[src/rtl/fifo_pkg.sv]
// -----------------------------------------------------------------------------
// fifo_pkg
// Shared helpers for the FIFO pointer blocks:
//   PTR_W(size)            - pointer width for a 2^size-deep FIFO (one wrap bit)
//   af_level_default(size) - default almost-full threshold, 2^size - 2
//   bin2gray / gray2bin    - code conversions.
// The conversions work at any width up to 32 bits. Zero-extend the argument
// to 32 bits and cast the result back to the pointer width. The leading zeros
// do not change the low bits of either conversion.
// -----------------------------------------------------------------------------
package fifo_pkg;

   function automatic int PTR_W(input int size);
      return size + 1;
   endfunction

   function automatic int af_level_default(input int size);
      return (1 << size) - 2;
   endfunction

   function automatic logic [31:0] bin2gray(input logic [31:0] bin);
      return bin ^ (bin >> 1);
   endfunction

   // Each binary bit is the XOR of all Gray bits at or above it.
   function automatic logic [31:0] gray2bin(input logic [31:0] gray);
      logic [31:0] bin;
      bin[31] = gray[31];
      for (int i = 30; i >= 0; i--) begin
         bin[i] = bin[i+1] ^ gray[i];
      end
      return bin;
   endfunction

endpackage

[src/rtl/fifo_wr_ptr_if.sv]
// -----------------------------------------------------------------------------
// fifo_wr_ptr_if
// Producer handshake and pointer-exchange bundle of the FIFO write side.
//   wr_en       - producer write request
//   rd_gray_ptr - read pointer (Gray), from the read clock domain
//   wr_addr     - binary RAM write address
//   wr_accept   - RAM write strobe
//   wr_gray_ptr - registered Gray write pointer toward the read side
//   full        - registered full flag
//   almost_full - registered almost-full flag (only with FIFO_ALMOST_FULL_EN)
// Modports: master = producer / environment, slave = fifo_wr_ptr.
// Optional feature macro: FIFO_ALMOST_FULL_EN.
// -----------------------------------------------------------------------------
interface fifo_wr_ptr_if #(
   parameter int SIZE = 4
);
   logic            wr_en;
   logic [SIZE:0]   rd_gray_ptr;
   logic [SIZE-1:0] wr_addr;
   logic            wr_accept;
   logic [SIZE:0]   wr_gray_ptr;
   logic            full;
`ifdef FIFO_ALMOST_FULL_EN
   logic            almost_full;

   modport master (
      output wr_en, rd_gray_ptr,
      input  wr_addr, wr_accept, wr_gray_ptr, full, almost_full
   );
   modport slave (
      input  wr_en, rd_gray_ptr,
      output wr_addr, wr_accept, wr_gray_ptr, full, almost_full
   );
`else
   modport master (
      output wr_en, rd_gray_ptr,
      input  wr_addr, wr_accept, wr_gray_ptr, full
   );
   modport slave (
      input  wr_en, rd_gray_ptr,
      output wr_addr, wr_accept, wr_gray_ptr, full
   );
`endif
endinterface

[src/rtl/sync_2ff.sv]
// -----------------------------------------------------------------------------
// sync_2ff
// Two-flop synchronizer for a WIDTH-bit bus. Use it only for buses that change
// at most one bit at a time, such as Gray pointers. This keeps any sampled
// value either the old word or the new word.
//   clk - destination clock
//   rst - asynchronous active-high reset, clears both stages to 0
//   d   - asynchronous input
//   q   - synchronized output, two edges after d
// -----------------------------------------------------------------------------
module sync_2ff #(
   parameter int WIDTH = 2
) (
   input  logic             clk,
   input  logic             rst,
   input  logic [WIDTH-1:0] d,
   output logic [WIDTH-1:0] q
);
   logic [WIDTH-1:0] meta_reg;
   logic [WIDTH-1:0] sync_reg;

   always_ff @(posedge clk or posedge rst) begin
      if (rst) begin
         meta_reg <= '0;
         sync_reg <= '0;
      end else begin
         meta_reg <= d;
         sync_reg <= meta_reg;
      end
   end

   assign q = sync_reg;
endmodule

[src/rtl/fifo_wr_ptr.sv]
// -----------------------------------------------------------------------------
// fifo_wr_ptr
// Write-side pointer and full-flag generator for an asynchronous FIFO.
// The block counts accepted writes in binary and supplies the RAM write
// address. It publishes a registered Gray write pointer to the read side.
// It compares the next Gray pointer with the synchronized read pointer and
// registers the result as 'full', so 'full' rises on the same edge as the
// write that fills the FIFO.
//   clk, rst - clock and asynchronous active-high reset
//   wif      - fifo_wr_ptr_if.slave: wr_en, rd_gray_ptr in; wr_addr,
//              wr_accept, wr_gray_ptr, full (and almost_full) out
// Optional feature macro: FIFO_ALMOST_FULL_EN adds the registered
// 'almost_full' flag, which is set when occupancy >= AF_LEVEL.
// -----------------------------------------------------------------------------
module fifo_wr_ptr
   import fifo_pkg::*;
#(
   parameter int SIZE     = 4,
   parameter int AF_LEVEL = af_level_default(SIZE)
) (
   input  logic          clk,
   input  logic          rst,
   fifo_wr_ptr_if.slave  wif
);
   localparam int W = PTR_W(SIZE);

   // Reject illegal parameter values at elaboration.
   if (SIZE < 2) begin : g_bad_size
      $error("fifo_wr_ptr: SIZE must be >= 2");
   end
   if (AF_LEVEL < 1 || AF_LEVEL > (1 << SIZE)) begin : g_bad_af_level
      $error("fifo_wr_ptr: AF_LEVEL must be in 1..2**SIZE");
   end

   logic [W-1:0] wbin_reg;
   logic [W-1:0] wbin_next;
   logic [W-1:0] wgray_next;
   logic [W-1:0] wr_gray_reg;
   logic [W-1:0] rq2;
   logic [W-1:0] full_gray;
   logic         full_reg;
   logic         wr_accept;

   sync_2ff #(.WIDTH(W)) u_rd_sync (
      .clk (clk),
      .rst (rst),
      .d   (wif.rd_gray_ptr),
      .q   (rq2)
   );

   assign wr_accept  = wif.wr_en & ~full_reg;
   assign wbin_next  = wbin_reg + W'(wr_accept);
   assign wgray_next = W'(bin2gray(32'(wbin_next)));

   // The write pointer is exactly one lap (2^SIZE) ahead of the read pointer.
   // In Gray code this means the top two bits are inverted and the rest are equal.
   assign full_gray = {~rq2[W-1:W-2], rq2[W-3:0]};

   always_ff @(posedge clk or posedge rst) begin
      if (rst) begin
         wbin_reg    <= '0;
         wr_gray_reg <= '0;
         full_reg    <= 1'b0;
      end else begin
         wbin_reg    <= wbin_next;
         wr_gray_reg <= wgray_next;
         full_reg    <= (wgray_next == full_gray);
      end
   end

   assign wif.wr_addr     = wbin_reg[SIZE-1:0];
   assign wif.wr_accept   = wr_accept;
   assign wif.wr_gray_ptr = wr_gray_reg;
   assign wif.full        = full_reg;

`ifdef FIFO_ALMOST_FULL_EN
   logic [W-1:0] rbin_s;
   logic [W-1:0] fill;
   logic         almost_full_reg;

   // Occupancy as the write side sees it. The read pointer here is stale, so
   // the value is high or exact, and the flag can only be late to clear.
   assign rbin_s = W'(gray2bin(32'(rq2)));
   assign fill   = wbin_next - rbin_s;

   always_ff @(posedge clk or posedge rst) begin
      if (rst) begin
         almost_full_reg <= 1'b0;
      end else begin
         almost_full_reg <= (fill >= W'(AF_LEVEL));
      end
   end

   assign wif.almost_full = almost_full_reg;
`endif
endmodule

[src/flat_wrapper.sv]
// flat-port wrapper written by rule: the top's interface ports become plain ports
module fifo_wr_ptr_flat import fifo_pkg::*;
#(
   parameter int SIZE     = 4,
   parameter int AF_LEVEL = af_level_default(SIZE)
)
  (clk, rst, wif_wr_en, wif_rd_gray_ptr, wif_wr_addr, wif_wr_accept, wif_wr_gray_ptr, wif_full);
  fifo_wr_ptr_if #(.SIZE(SIZE)) wif_i ();
  input  logic clk;
  input  logic rst;
  input wire logic [$bits(wif_i.wr_en)-1:0] wif_wr_en;
  input wire logic [$bits(wif_i.rd_gray_ptr)-1:0] wif_rd_gray_ptr;
  output wire logic [$bits(wif_i.wr_addr)-1:0] wif_wr_addr;
  output wire logic [$bits(wif_i.wr_accept)-1:0] wif_wr_accept;
  output wire logic [$bits(wif_i.wr_gray_ptr)-1:0] wif_wr_gray_ptr;
  output wire logic [$bits(wif_i.full)-1:0] wif_full;
  assign wif_i.wr_en = wif_wr_en;
  assign wif_i.rd_gray_ptr = wif_rd_gray_ptr;
  assign wif_wr_addr = wif_i.wr_addr;
  assign wif_wr_accept = wif_i.wr_accept;
  assign wif_wr_gray_ptr = wif_i.wr_gray_ptr;
  assign wif_full = wif_i.full;
  fifo_wr_ptr #(.SIZE(SIZE), .AF_LEVEL(AF_LEVEL)) u_core (.clk(clk), .rst(rst), .wif(wif_i));
endmodule
[config.mk]
export PLATFORM = sky130hd
export DESIGN_NAME = fifo_wr_ptr_flat
export DESIGN_NICKNAME = d
export VERILOG_FILES = /design/src/rtl/fifo_pkg.sv /design/src/rtl/fifo_wr_ptr_if.sv /design/src/rtl/sync_2ff.sv /design/src/rtl/fifo_wr_ptr.sv /design/src/flat_wrapper.sv
export SDC_FILE = /design/constraint.sdc
export NUM_CORES = 1
export LEC_CHECK = 0
export ABC_AREA = 1
export CAP_MARGIN = 30
export CORE_UTILIZATION = 42
export CTS_BUF_LIST = sky130_fd_sc_hd__clkbuf_4 sky130_fd_sc_hd__clkbuf_8 sky130_fd_sc_hd__clkbuf_16
export CTS_CLUSTER_DIAMETER = 40
export DETAILED_ROUTE_END_ITERATION = 10
export PLACE_DENSITY = 0.72
export SLEW_MARGIN = 15
export SYNTH_ARGS = -nofsm -noshare
export SYNTH_HDL_FRONTEND = slang
export SYNTH_SLANG_ARGS = --single-unit
[constraint.sdc]
create_clock -name clk -period 1.7 [get_ports clk]
set_input_delay 0.51 -clock clk [delete_from_list [all_inputs] [get_ports clk]]
set_output_delay 0.51 -clock clk [all_outputs]
set_load 0.01 [all_outputs]
## Word-level counts from Yosys, hierarchy flattened

Index checks and enable logic that the tools add are counted.

| word-level totals | value |
|---|---|
| flip-flop bits (word level) | 21 |
| word-level logic and storage cells | 11 |

| cells by class | value |
|---|---|
| add/subtract/negate cells | 1 |
| eq/ne operators | 1 |
| bitwise gates (word level) | 4 |

Operators with widths:

| operator | count |
|---|---|
| 5-bit by 1-bit adder with 5-bit output | 1 |
| 5-bit == test | 1 |
| 5-bit by 4-bit bitwise XOR with 5-bit output | 1 |
| 2-bit inverter | 1 |
| 1-bit bitwise AND | 1 |
| 1-bit inverter | 1 |

## Longest topological paths before layout

Gate-level depths: netlist (run 1).

| logic depth | value |
|---|---|
| word-level depth | 5 |
| depth in mapped cells | 13 |
| mapped depth without buffers | 13 |

## By module

From an unflattened synthesis (run 1), not the netlist that was laid out.

| unflattened totals | value |
|---|---|
| cells, all modules | 81 |
| area total of the unflattened synthesis | 802.0 µm² |

By module, submodules not included:

| module | instances | cells each | area an instance (µm²) |
|---|---|---|---|
| fifo_wr_ptr | 1 | 70 | 548.0 |
| sync_2ff | 1 | 11 | 254.0 |

## Worst setup path before layout (run 1)

No wires, ideal clock.

| path | value |
|---|---|
| path type | input to register |
| from | input wif_wr_en |
| to | register u_core.full_reg (netlist: u_core.wif.full) |
| library setup time | 0.071 ns |
| arrival | 1.802 ns |
| path slack | -0.173 ns |
| stages on the path | 11 |
| cell sequence | inv_1 nor2_1 ha_1 ha_1 xnor2_1 nand2_1 nand2_1 nand2_1 nor2_2 nand2_1 nor2_1 |

| on the way | value |
|---|---|
| cells in the longest elaborated chain, start to end | 4 |

Ends and longest elaborated chain:

| what | line | text |
|---|---|---|
| from (decl) | flat_wrapper.sv:11 | `input wire logic [$bits(wif_i.wr_en)-1:0] wif_wr_en;` |
| 1-bit bitwise AND | fifo_wr_ptr.sv:51 | `assign wr_accept = wif.wr_en & ~full_reg;` |
| named net wif_wr_accept | flat_wrapper.sv:14 | `output wire logic [$bits(wif_i.wr_accept)-1:0] wif_wr_accept;` |
| 5-bit by 1-bit adder with 5-bit output | fifo_wr_ptr.sv:52 | `assign wbin_next = wbin_reg + W'(wr_accept);` |
| named net u_core.wbin_next[1] | fifo_wr_ptr.sv:36 | `logic [W-1:0] wbin_next;` |
| 5-bit by 4-bit bitwise XOR with 5-bit output | fifo_pkg.sv:22 | `return bin ^ (bin >> 1);` |
| 5-bit == test | fifo_wr_ptr.sv:67 | `full_reg <= (wgray_next == full_gray);` |
| to (signal assigned) | fifo_wr_ptr.sv:67 |  |
| to (decl) | fifo_wr_ptr.sv:41 | `logic full_reg;` |

The timed path passes the listed nets, and every way through them passes these cells.

## Final worst setup path (run 1)

| path | value |
|---|---|
| from | register u_core.full_reg (netlist: u_core.wif.full) |
| to | output wif_full |

RTL lines:

| what | line | text |
|---|---|---|
| to (decl) | flat_wrapper.sv:16 | `output wire logic [$bits(wif_i.full)-1:0] wif_full;` |

No word-level cell between the ends.

==> flow_metrics.env, run 1 <==
export IMPL_outcome="finished, final reports clean"
export IMPL_place_congestion=0.669
export IMPL_critPathArrivalTime_ps=1130
export IMPL_critPathTopFamily="flip-flops"
export IMPL_worst_setup_path_end_kind="primary output"
export IMPL_r2r_slack_ps=90
export IMPL_crit_path_top_delay_cell="dfrtp_1"
export IMPL_clockBufferDepth=2
export IMPL_numCtsBuffers=3
export IMPL_wl_met2_um=941
export IMPL_syn_area_per_cell_um2=9.83
export IMPL_start_util_pct=46.3
export IMPL_vdd_ir_drop_max_mv=1.15
export IMPL_fin_hold_ws_ps=362
export IMPL_async_reset_ff_share_pct=100
export IMPL_antenna_cells=0
export IMPL_drt_pass1_iter_count=3
export IMPL_worstPathRequired_ps=1190
export IMPL_wl_per_cell_um=10.9
export IMPL_hpwl_um=1070
export IMPL_path_max_fanout=2
export IMPL_num_fill_cells=128
export IMPL_finalCritPeriodShare_pct=96.6
export IMPL_finalSetupTns_ps=0
export IMPL_clkLatencyLatePin_ps=290
export IMPL_cts_sinks=20
export IMPL_period_needed_ps=1640
export IMPL_crit_type="reg2out"
export IMPL_overflow=0
export IMPL_synth_seq_cells=20
export IMPL_die_w_um=46.3
export IMPL_synthTopCellsByArea="dfrtp_1 (61%), nand2_1 (14%), inv_1 (3.6%)"
export IMPL_crit_start="u_core.wif.full$_DFF_PP0_"
export IMPL_ant_nets=0
export IMPL_r2r_cells=11
export IMPL_hold_class="reg2reg"
export IMPL_drive_gt1_share_pct=37.5
export IMPL_clk_pin_slew_worst_paths_ps=110
export IMPL_r2r_end="u_core.wif.full$_DFF_PP0_"
export IMPL_ys_flop_type="dfrtp_1"
export IMPL_synth_distinct_cells=16
export IMPL_antenna_found_initial=0
export IMPL_track_usage_pct=16.4
export IMPL_critPathLaunchType="flop"
export IMPL_port_buffers=18
export IMPL_synth_top_area_cell="dfrtp_1"
export IMPL_path_cells="buf_4 -> dlygate4sd2_1"
export IMPL_synth_edf_count=0
export IMPL_std_cell_rows=15
export IMPL_grt_pass1_wl_um=2380
export IMPL_area_delta_synth_final_pct=54.1
export IMPL_max_slew_worst_pin_slew_ps=237
export IMPL_crit_buf_inv=2
export IMPL_critical_path_depth=2
export IMPL_pin_count=19
export IMPL_dpl_cell_count=135
export IMPL_drt_met1_wl_um=596
export IMPL_maxUsedRoutingLayer="met4"
export IMPL_synth_most_common_cell="nand2_1"
export IMPL_drc=0
export IMPL_root_buffer="clkbuf_4"
export IMPL_nets=131
export IMPL_power_leakage_nw=0.667
export IMPL_drv_slew=0
export IMPL_wl_met3_um=33
export IMPL_synthesis_area_um2=826
export IMPL_synth_common_cells="nand2_1 (31), dfrtp_1 (20), inv_1 (8), nand3_1 (5), nand4_1 (4)"
export IMPL_syn_nets=94
export IMPL_cts_tree="done"
export IMPL_htree_levels=1
export IMPL_skew_ps=6.36
export IMPL_max_cap_violations=0
export IMPL_fin_cells=145
export IMPL_vias=667
export IMPL_fmax_ghz=0.609
export IMPL_yosysWarnings=0
export IMPL_dp_worst_setup_slack_ps=-515
export IMPL_p_per_area_mw_per_mm2=2040
export IMPL_setup_viol=0
export IMPL_via_per_inst=4.60
export IMPL_dieArea_mm2=0.00215
export IMPL_hold_viol_final=0
export IMPL_finalWirelength_um=1580
export IMPL_die_y_um=46.3
export IMPL_max_slew_margin_pct=84.2
export IMPL_rr_startpoint="u_core.wif.full$_DFF_PP0_"
export IMPL_synth_top_area_share_pct=60.6
export IMPL_grt_max_degree=21
export IMPL_max_stage_delay_ps=420
export IMPL_yosysSeqAreaShare_pct=60.6
export IMPL_endpoint="wif_full"
export IMPL_grt_pass1_vias=624
export IMPL_drt_initial_drc_count=4
export IMPL_setup_slack_ps=57.6
export IMPL_rsz0062_at_grt="yes"
export IMPL_coreArea_mm2=0.00178
export IMPL_synthCells=84
## worst min-delay path by stage
stage / start / slack [ps] / depth (start not counted) / to
6_report: u_core.u_rd_sync.meta_reg[4]$_DFF_PP0_ / 360 / 0 / u_core.u_rd_sync.q[4]$_DFF_PP0_
5_1_grt: u_core.u_rd_sync.meta_reg[1]$_DFF_PP0_ / 380 / 0 / u_core.u_rd_sync.q[1]$_DFF_PP0_
4_1_cts: u_core.u_rd_sync.meta_reg[3]$_DFF_PP0_ / 360 / 0 / u_core.u_rd_sync.q[3]$_DFF_PP0_
3_5_place_dp: u_core.u_rd_sync.meta_reg[4]$_DFF_PP0_ / 340 / 0 / u_core.u_rd_sync.q[4]$_DFF_PP0_
3_3_place_gp: u_core.u_rd_sync.meta_reg[3]$_DFF_PP0_ / 330 / 0 / u_core.u_rd_sync.q[3]$_DFF_PP0_
2_1_floorplan: u_core.u_rd_sync.meta_reg[0]$_DFF_PP0_ / 330 / 0 / u_core.u_rd_sync.q[0]$_DFF_PP0_
## layout by cell type, fill, tap and decap left out
cell type	n
buf_4	15
nor2_1	2
ha_4	2
nand2_2	8
dfrtp_2	2
inv_1	6
clkdlybuf4s50_1	6
nand4_1	4
nand2_4	2
nand2_1	23
nor2_4	1
dfrtp_1	18
nand3_2	2
clkbuf_4	3
nand3b_1	1
xor2_1	1
nor2_2	1
dlygate4sd2_1	7
xor2_2	1
buf_2	1
inv_2	4
xnor2_2	2
nand3_1	3
bufinv_16	1
dlymetal6s2s_1	4
## what timing repair did
action                     CTS  global route
cloned                       0             0
gates resized for setup     25             7
setup buffers                4             3
setup endpoints to repair   10             5
hold buffers                 0             0
pin swaps                   11            11
## routing by layer
metal	track usage, %	vias to the layer above
li1	-	335
met1	14.6	317
met2	32.8	13
met3	3.53	2
met4	8.82	0
met5	0	-
## cells by family (layout without fill, tap and decap cells)
logic type / after synthesis / count (layout) / share of synthesized area [%]
and+or+nand+nor: 47 / 47 / 25.3
DFF: 20 / 20 / 60.6
buffers and inverters: 11 / 47 / 5.91
xor gates and xnor gates: 4 / 4 / 5.15
adders and majority gates: 2 / 2 / 3.03
## per-stage QoR
stage | utilization (%) | total power [mW] | cell area [um^2]
after detailed placement | 63.2 | 1.97 | 1130
after global placement | 63.2 | 1.93 | 1130
final | 71.4 | 2.60 | 1270
after CTS | 69.1 | 2.47 | 1230
after floorplan | - | 1.46 | 858
after global routing | 71.4 | 2.80 | 1270
## power by group
group	internal, mW	switching (mW)
Clock	0.238	0.138
Combinational	0.799	0.763
Sequential	0.610	0.0481
## layout make-up
cell class	instances	area (um^2)	share of cell area, %
timing repair buffer	33	289	22.7
tap	25	31.3	2.46
sequential	20	503	39.5
multi-input combinational	53	359	28.2
inverter	10	37.5	2.95
clock buffer	3	22.5	1.77
clock inverter	1	30.0	2.36
(Power assumes the default switching activity.)
==> inputs of run 2 (changes only) <==
PLACE_DENSITY = 0.77   (was 0.72)
==> flow_metrics.env, run 2 (synthesized netlist as in run 1, its figures left out) <==
export IMPL_overflow=0
export IMPL_grt_pass1_vias=663
export IMPL_crit_path_top_delay_cell="clkdlybuf4s50_1"
export IMPL_cts_sinks=20
export IMPL_setup_viol=0
export IMPL_finalWirelength_um=1680
export IMPL_layout_commonest_cell="nand2_1"
export IMPL_crit_type="reg2out"
export IMPL_final_core_util_pct=68.7
export IMPL_final_area_mm2=0.00122
export IMPL_antenna_found_initial=0
export IMPL_critPathLaunchType="flop"
export IMPL_max_cap_violations=0
export IMPL_cts_tree="done"
export IMPL_drive_gt1_share_pct=35.3
export IMPL_fin_cells=144
export IMPL_wl_per_cell_um=11.7
export IMPL_crit_buf_inv=1
export IMPL_grt_max_degree=21
export IMPL_clockBufferDepth=2
export IMPL_fmax_ghz=0.605
export IMPL_skew_ps=3.17
export IMPL_worstPathRequired_ps=1190
export IMPL_hold_class="reg2reg"
export IMPL_place_congestion=0.717
export IMPL_drc=0
export IMPL_dieArea_mm2=0.00215
export IMPL_std_cell_rows=15
export IMPL_num_fill_cells=141
export IMPL_maxUsedRoutingLayer="met4"
export IMPL_ant_nets=0
export IMPL_dp_worst_setup_slack_ps=-509
export IMPL_path_cells="clkdlybuf4s50_1"
export IMPL_pin_count=19
export IMPL_die_w_um=46.3
export IMPL_critPathTopFamily="buffers and inverters"
export IMPL_vdd_ir_drop_max_mv=0.908
export IMPL_max_stage_delay_ps=520
export IMPL_track_usage_pct=19.0
export IMPL_htree_levels=1
export IMPL_multi_input_area_um2=342
export IMPL_p_per_area_mw_per_mm2=1930
export IMPL_area_delta_synth_final_pct=48.3
export IMPL_period_needed_ps=1650
export IMPL_start_util_pct=46.3
export IMPL_final_cell_mix="nand2_1 (23), dfrtp_1 (18), buf_4 (14)"
export IMPL_fin_total_pwr_mw=2.37
export IMPL_die_y_um=46.3
export IMPL_clkLatencyLatePin_ps=290
export IMPL_critPathArrivalTime_ps=1140
export IMPL_finalSetupTns_ps=0
export IMPL_path_max_fanout=1
export IMPL_drt_pass1_iter_count=3
export IMPL_wl_met3_um=50
export IMPL_drv_slew=0
export IMPL_nets=130
export IMPL_wl_met2_um=1030
export IMPL_coreArea_mm2=0.00178
export IMPL_rsz0062_at_grt="yes"
export IMPL_outcome="finished, final reports clean"
export IMPL_dpl_cell_count=134
export IMPL_port_buffers=18
export IMPL_numCtsBuffers=3
export IMPL_drt_initial_drc_count=4
export IMPL_fin_hold_ws_ps=357
export IMPL_max_slew_worst_pin_slew_ps=253
export IMPL_root_buffer="clkbuf_4"
export IMPL_register_area_um2=503
export IMPL_hpwl_um=1160
export IMPL_cts_hold_buf=0
export IMPL_drt_met1_wl_um=586
export IMPL_max_slew_margin_pct=83.1
export IMPL_place_area_mm2=0.00112
export IMPL_vias=679
export IMPL_setup_slack_ps=47.1
export IMPL_antenna_cells=0
export IMPL_worst_setup_path_end_kind="primary output"
export IMPL_clk_pin_slew_worst_paths_ps=100
export IMPL_grt_pass1_wl_um=2660
export IMPL_hold_viol_final=0
export IMPL_finalCritPeriodShare_pct=97.2
export IMPL_via_per_inst=4.72
export IMPL_power_leakage_nw=0.630
[run 2: worst paths after layout]
check                                                  startpoint                                      to  slack, ps  cells past startpoint
max                           u_core.wif.wr_gray_ptr[0]$_DFF_PP0_                      wif_wr_gray_ptr[0]         50                      1
min                        u_core.u_rd_sync.meta_reg[1]$_DFF_PP0_         u_core.u_rd_sync.q[1]$_DFF_PP0_        360                      0
max reg2reg                          u_core.wbin_reg[0]$_DFF_PP0_               u_core.wif.full$_DFF_PP0_        110                      9
min reg2reg                u_core.u_rd_sync.meta_reg[1]$_DFF_PP0_         u_core.u_rd_sync.q[1]$_DFF_PP0_        360                      0
max in group asynchronous                                     rst            u_core.wbin_reg[1]$_DFF_PP0_        950                      3
min in group asynchronous                                     rst  u_core.u_rd_sync.meta_reg[4]$_DFF_PP0_        520                      3
[run 2: power breakdown]
part / internal, mW / total, mW / switching, mW
sequential: 0.611 / 0.664 / 0.0533
combinational: 0.711 / 1.44 / 0.730
clock: 0.130 / 0.265 / 0.135
total: 1.45 / 2.37 / 0.918
[run 2: area by class of cell]
cell class | instances | area share (%)
multi-input cells | 53 | 27.9
clock buffers | 4 | 2.96
flip-flops and latches | 20 | 41.1
well taps | 25 | 2.55
repair buffers | 32 | 22.5
inverters | 10 | 3.06
[run 2: repair_timing]
action | CTS | global route
gates resized for setup | 24 | 4
setup endpoints to repair | 11 | 3
pin swaps | 14 | 5
buffers inserted | 5 | 1
[run 2: per-layer routing]
metal,vias up,track usage (%)
met1,331,17.3
met4,0,11.2
met3,2,4.31
li1,331,-
met2,15,36.7
met5,-,0
==> inputs of run 3 (changes only) <==
CELL_PAD_IN_SITES_DETAIL_PLACEMENT = 0   (was default)
CELL_PAD_IN_SITES_GLOBAL_PLACEMENT = 1   (was default)
CORE_UTILIZATION = 32   (was 42)
PLACE_DENSITY = 0.76   (was 0.77)
==> flow_metrics.env, run 3 (synthesized netlist as in run 1, its figures left out) <==
export IMPL_r2r_end="u_core.wif.full$_DFF_PP0_"
export IMPL_port_buffers=18
export IMPL_dpl_cell_count=140
export IMPL_finalWirelength_um=1520
export IMPL_grt_max_degree=21
export IMPL_track_usage_pct=13.6
export IMPL_hold_viol_final=0
export IMPL_finalSetupTns_ps=0
export IMPL_hold_depth=0
export IMPL_hpwl_um=1030
export IMPL_std_cell_rows=18
export IMPL_max_slew_worst_pin_slew_ps=238
export IMPL_area_delta_synth_final_pct=56.7
export IMPL_max_cap_violations=0
export IMPL_layout_commonest_cell="nand2_1"
export IMPL_cts_tree="done"
export IMPL_drv_slew=0
export IMPL_min_to="u_core.u_rd_sync.q[0]$_DFF_PP0_"
export IMPL_drc=0
export IMPL_die_y_um=52.8
export IMPL_hold_class="reg2reg"
export IMPL_pin_count=19
export IMPL_final_area_mm2=0.00129
export IMPL_grt_pass1_wl_um=2660
export IMPL_hp_start="u_core.u_rd_sync.meta_reg[0]$_DFF_PP0_"
export IMPL_fmax_ghz=0.604
export IMPL_power_leakage_nw=0.656
export IMPL_rr_startpoint="u_core.wif.full$_DFF_PP0_"
export IMPL_rsz0062_at_grt="yes"
export IMPL_crit_path_top_delay_cell="clkdlybuf4s50_1"
export IMPL_max_slew_margin_pct=84.1
export IMPL_place_congestion=0.684
export IMPL_drt_pass1_iter_count=4
export IMPL_via_per_inst=4.40
export IMPL_critPathLaunchType="flop"
export IMPL_overflow=0
export IMPL_root_buffer="clkbuf_4"
export IMPL_crit_buf_inv=1
export IMPL_r2r_slack_ps=90
export IMPL_htree_levels=1
export IMPL_vdd_ir_drop_max_mv=0.984
export IMPL_fin_cells=152
export IMPL_r2r_cells=10
export IMPL_grt_pass1_vias=644
export IMPL_clockBufferDepth=2
export IMPL_path_max_fanout=1
export IMPL_start_util_pct=33.6
export IMPL_drt_initial_drc_count=10
export IMPL_outcome="finished, final reports clean"
export IMPL_p_per_area_mw_per_mm2=1950
export IMPL_ant_nets=0
export IMPL_numCtsBuffers=3
export IMPL_worst_setup_path_end_kind="primary output"
export IMPL_worstPathRequired_ps=1190
export IMPL_clk_pin_slew_worst_paths_ps=110
export IMPL_antenna_cells=0
export IMPL_die_w_um=52.8
export IMPL_vias=669
export IMPL_cts_sinks=20
export IMPL_wl_per_cell_um=10.0
export IMPL_clkLatencyLatePin_ps=290
export IMPL_finalCritPeriodShare_pct=97.3
export IMPL_final_cell_mix="nand2_1 (19), dfrtp_1 (18), buf_4 (17)"
export IMPL_place_area_mm2=0.00113
export IMPL_nets=133
export IMPL_critPathArrivalTime_ps=1140
export IMPL_antenna_found_initial=0
export IMPL_critPathTopFamily="buffers and inverters"
export IMPL_max_stage_delay_ps=520
export IMPL_path_cells="clkdlybuf4s50_1"
export IMPL_coreArea_mm2=0.00245
export IMPL_period_needed_ps=1650
export IMPL_dieArea_mm2=0.00279
export IMPL_crit_type="reg2out"
export IMPL_setup_viol=0
export IMPL_skew_ps=2.35
export IMPL_drive_gt1_share_pct=40.2
-- run 3: changes by cell type in the layout (fill, tap and decap cells not counted), sizes merged --
cell,previous run,this run
buf,15,18
dlymetal6s2s,2,3
dlygate4sd2,8,7
-- run 3: routing by layer --
metal	vias to the layer above	wire (um)	track usage (%)
li1	336	-	-
met1	317	629	15.4
met2	14	822	24.3
met3	2	53	1.74
met4	0	16	7.89
met5	-	0	0
-- run 3: metrics by stage --
stage               power [mW]  setup slack [ps]  hold slack, ps  utilization [%]
global placement          1.94              -492             331             46.1
global route              2.72             -17.6             369             52.7
CTS                       2.34              13.3             364             49.6
finish                    2.52              45.6             359             52.7
detailed placement        1.97              -550             338             46.1
floorplan                 1.46              37.0             331                -
-- run 3: cell type report --
type                    count  area (um^2)
inverters                  10         40.0
well taps                  30         37.5
fillers                   219         1160
repair buffers             35          302
multi-input cells          53          375
clock buffers               4         36.3
flip-flops and latches     20          503
-- run 3: how the worst max path moves through the flow --
stage	from	to	slack, ps	cells after the start
2_1_floorplan	wif_wr_en	u_core.wif.full$_DFF_PP0_	40	11
3_3_place_gp	wif_wr_en	u_core.wif.full$_DFF_PP0_	-490	13
5_1_grt	wif_wr_en	u_core.wif.full$_DFF_PP0_	-20	12
4_1_cts	u_core.wif.wr_gray_ptr[1]$_DFF_PP0_	wif_wr_gray_ptr[1]	10	1
6_report	u_core.wif.wr_gray_ptr[2]$_DFF_PP0_	wif_wr_gray_ptr[2]	50	1
3_5_place_dp	wif_wr_en	u_core.wif.full$_DFF_PP0_	-550	13
-- run 3: report_power, final --
part / total [mW] / internal, mW / switching [mW]
Combinational: 1.59 / 0.823 / 0.771
Clock: 0.264 / 0.130 / 0.133
Sequential: 0.660 / 0.611 / 0.0495
Total: 2.52 / 1.56 / 0.953
-- run 3: what timing repair did --
item,CTS,global route
hold endpoints to repair,0,0
hold buffers,0,0
endpoints found under the setup margin,11,4
gates resized for setup,21,15
pin swaps,6,15
buffers inserted,5,4
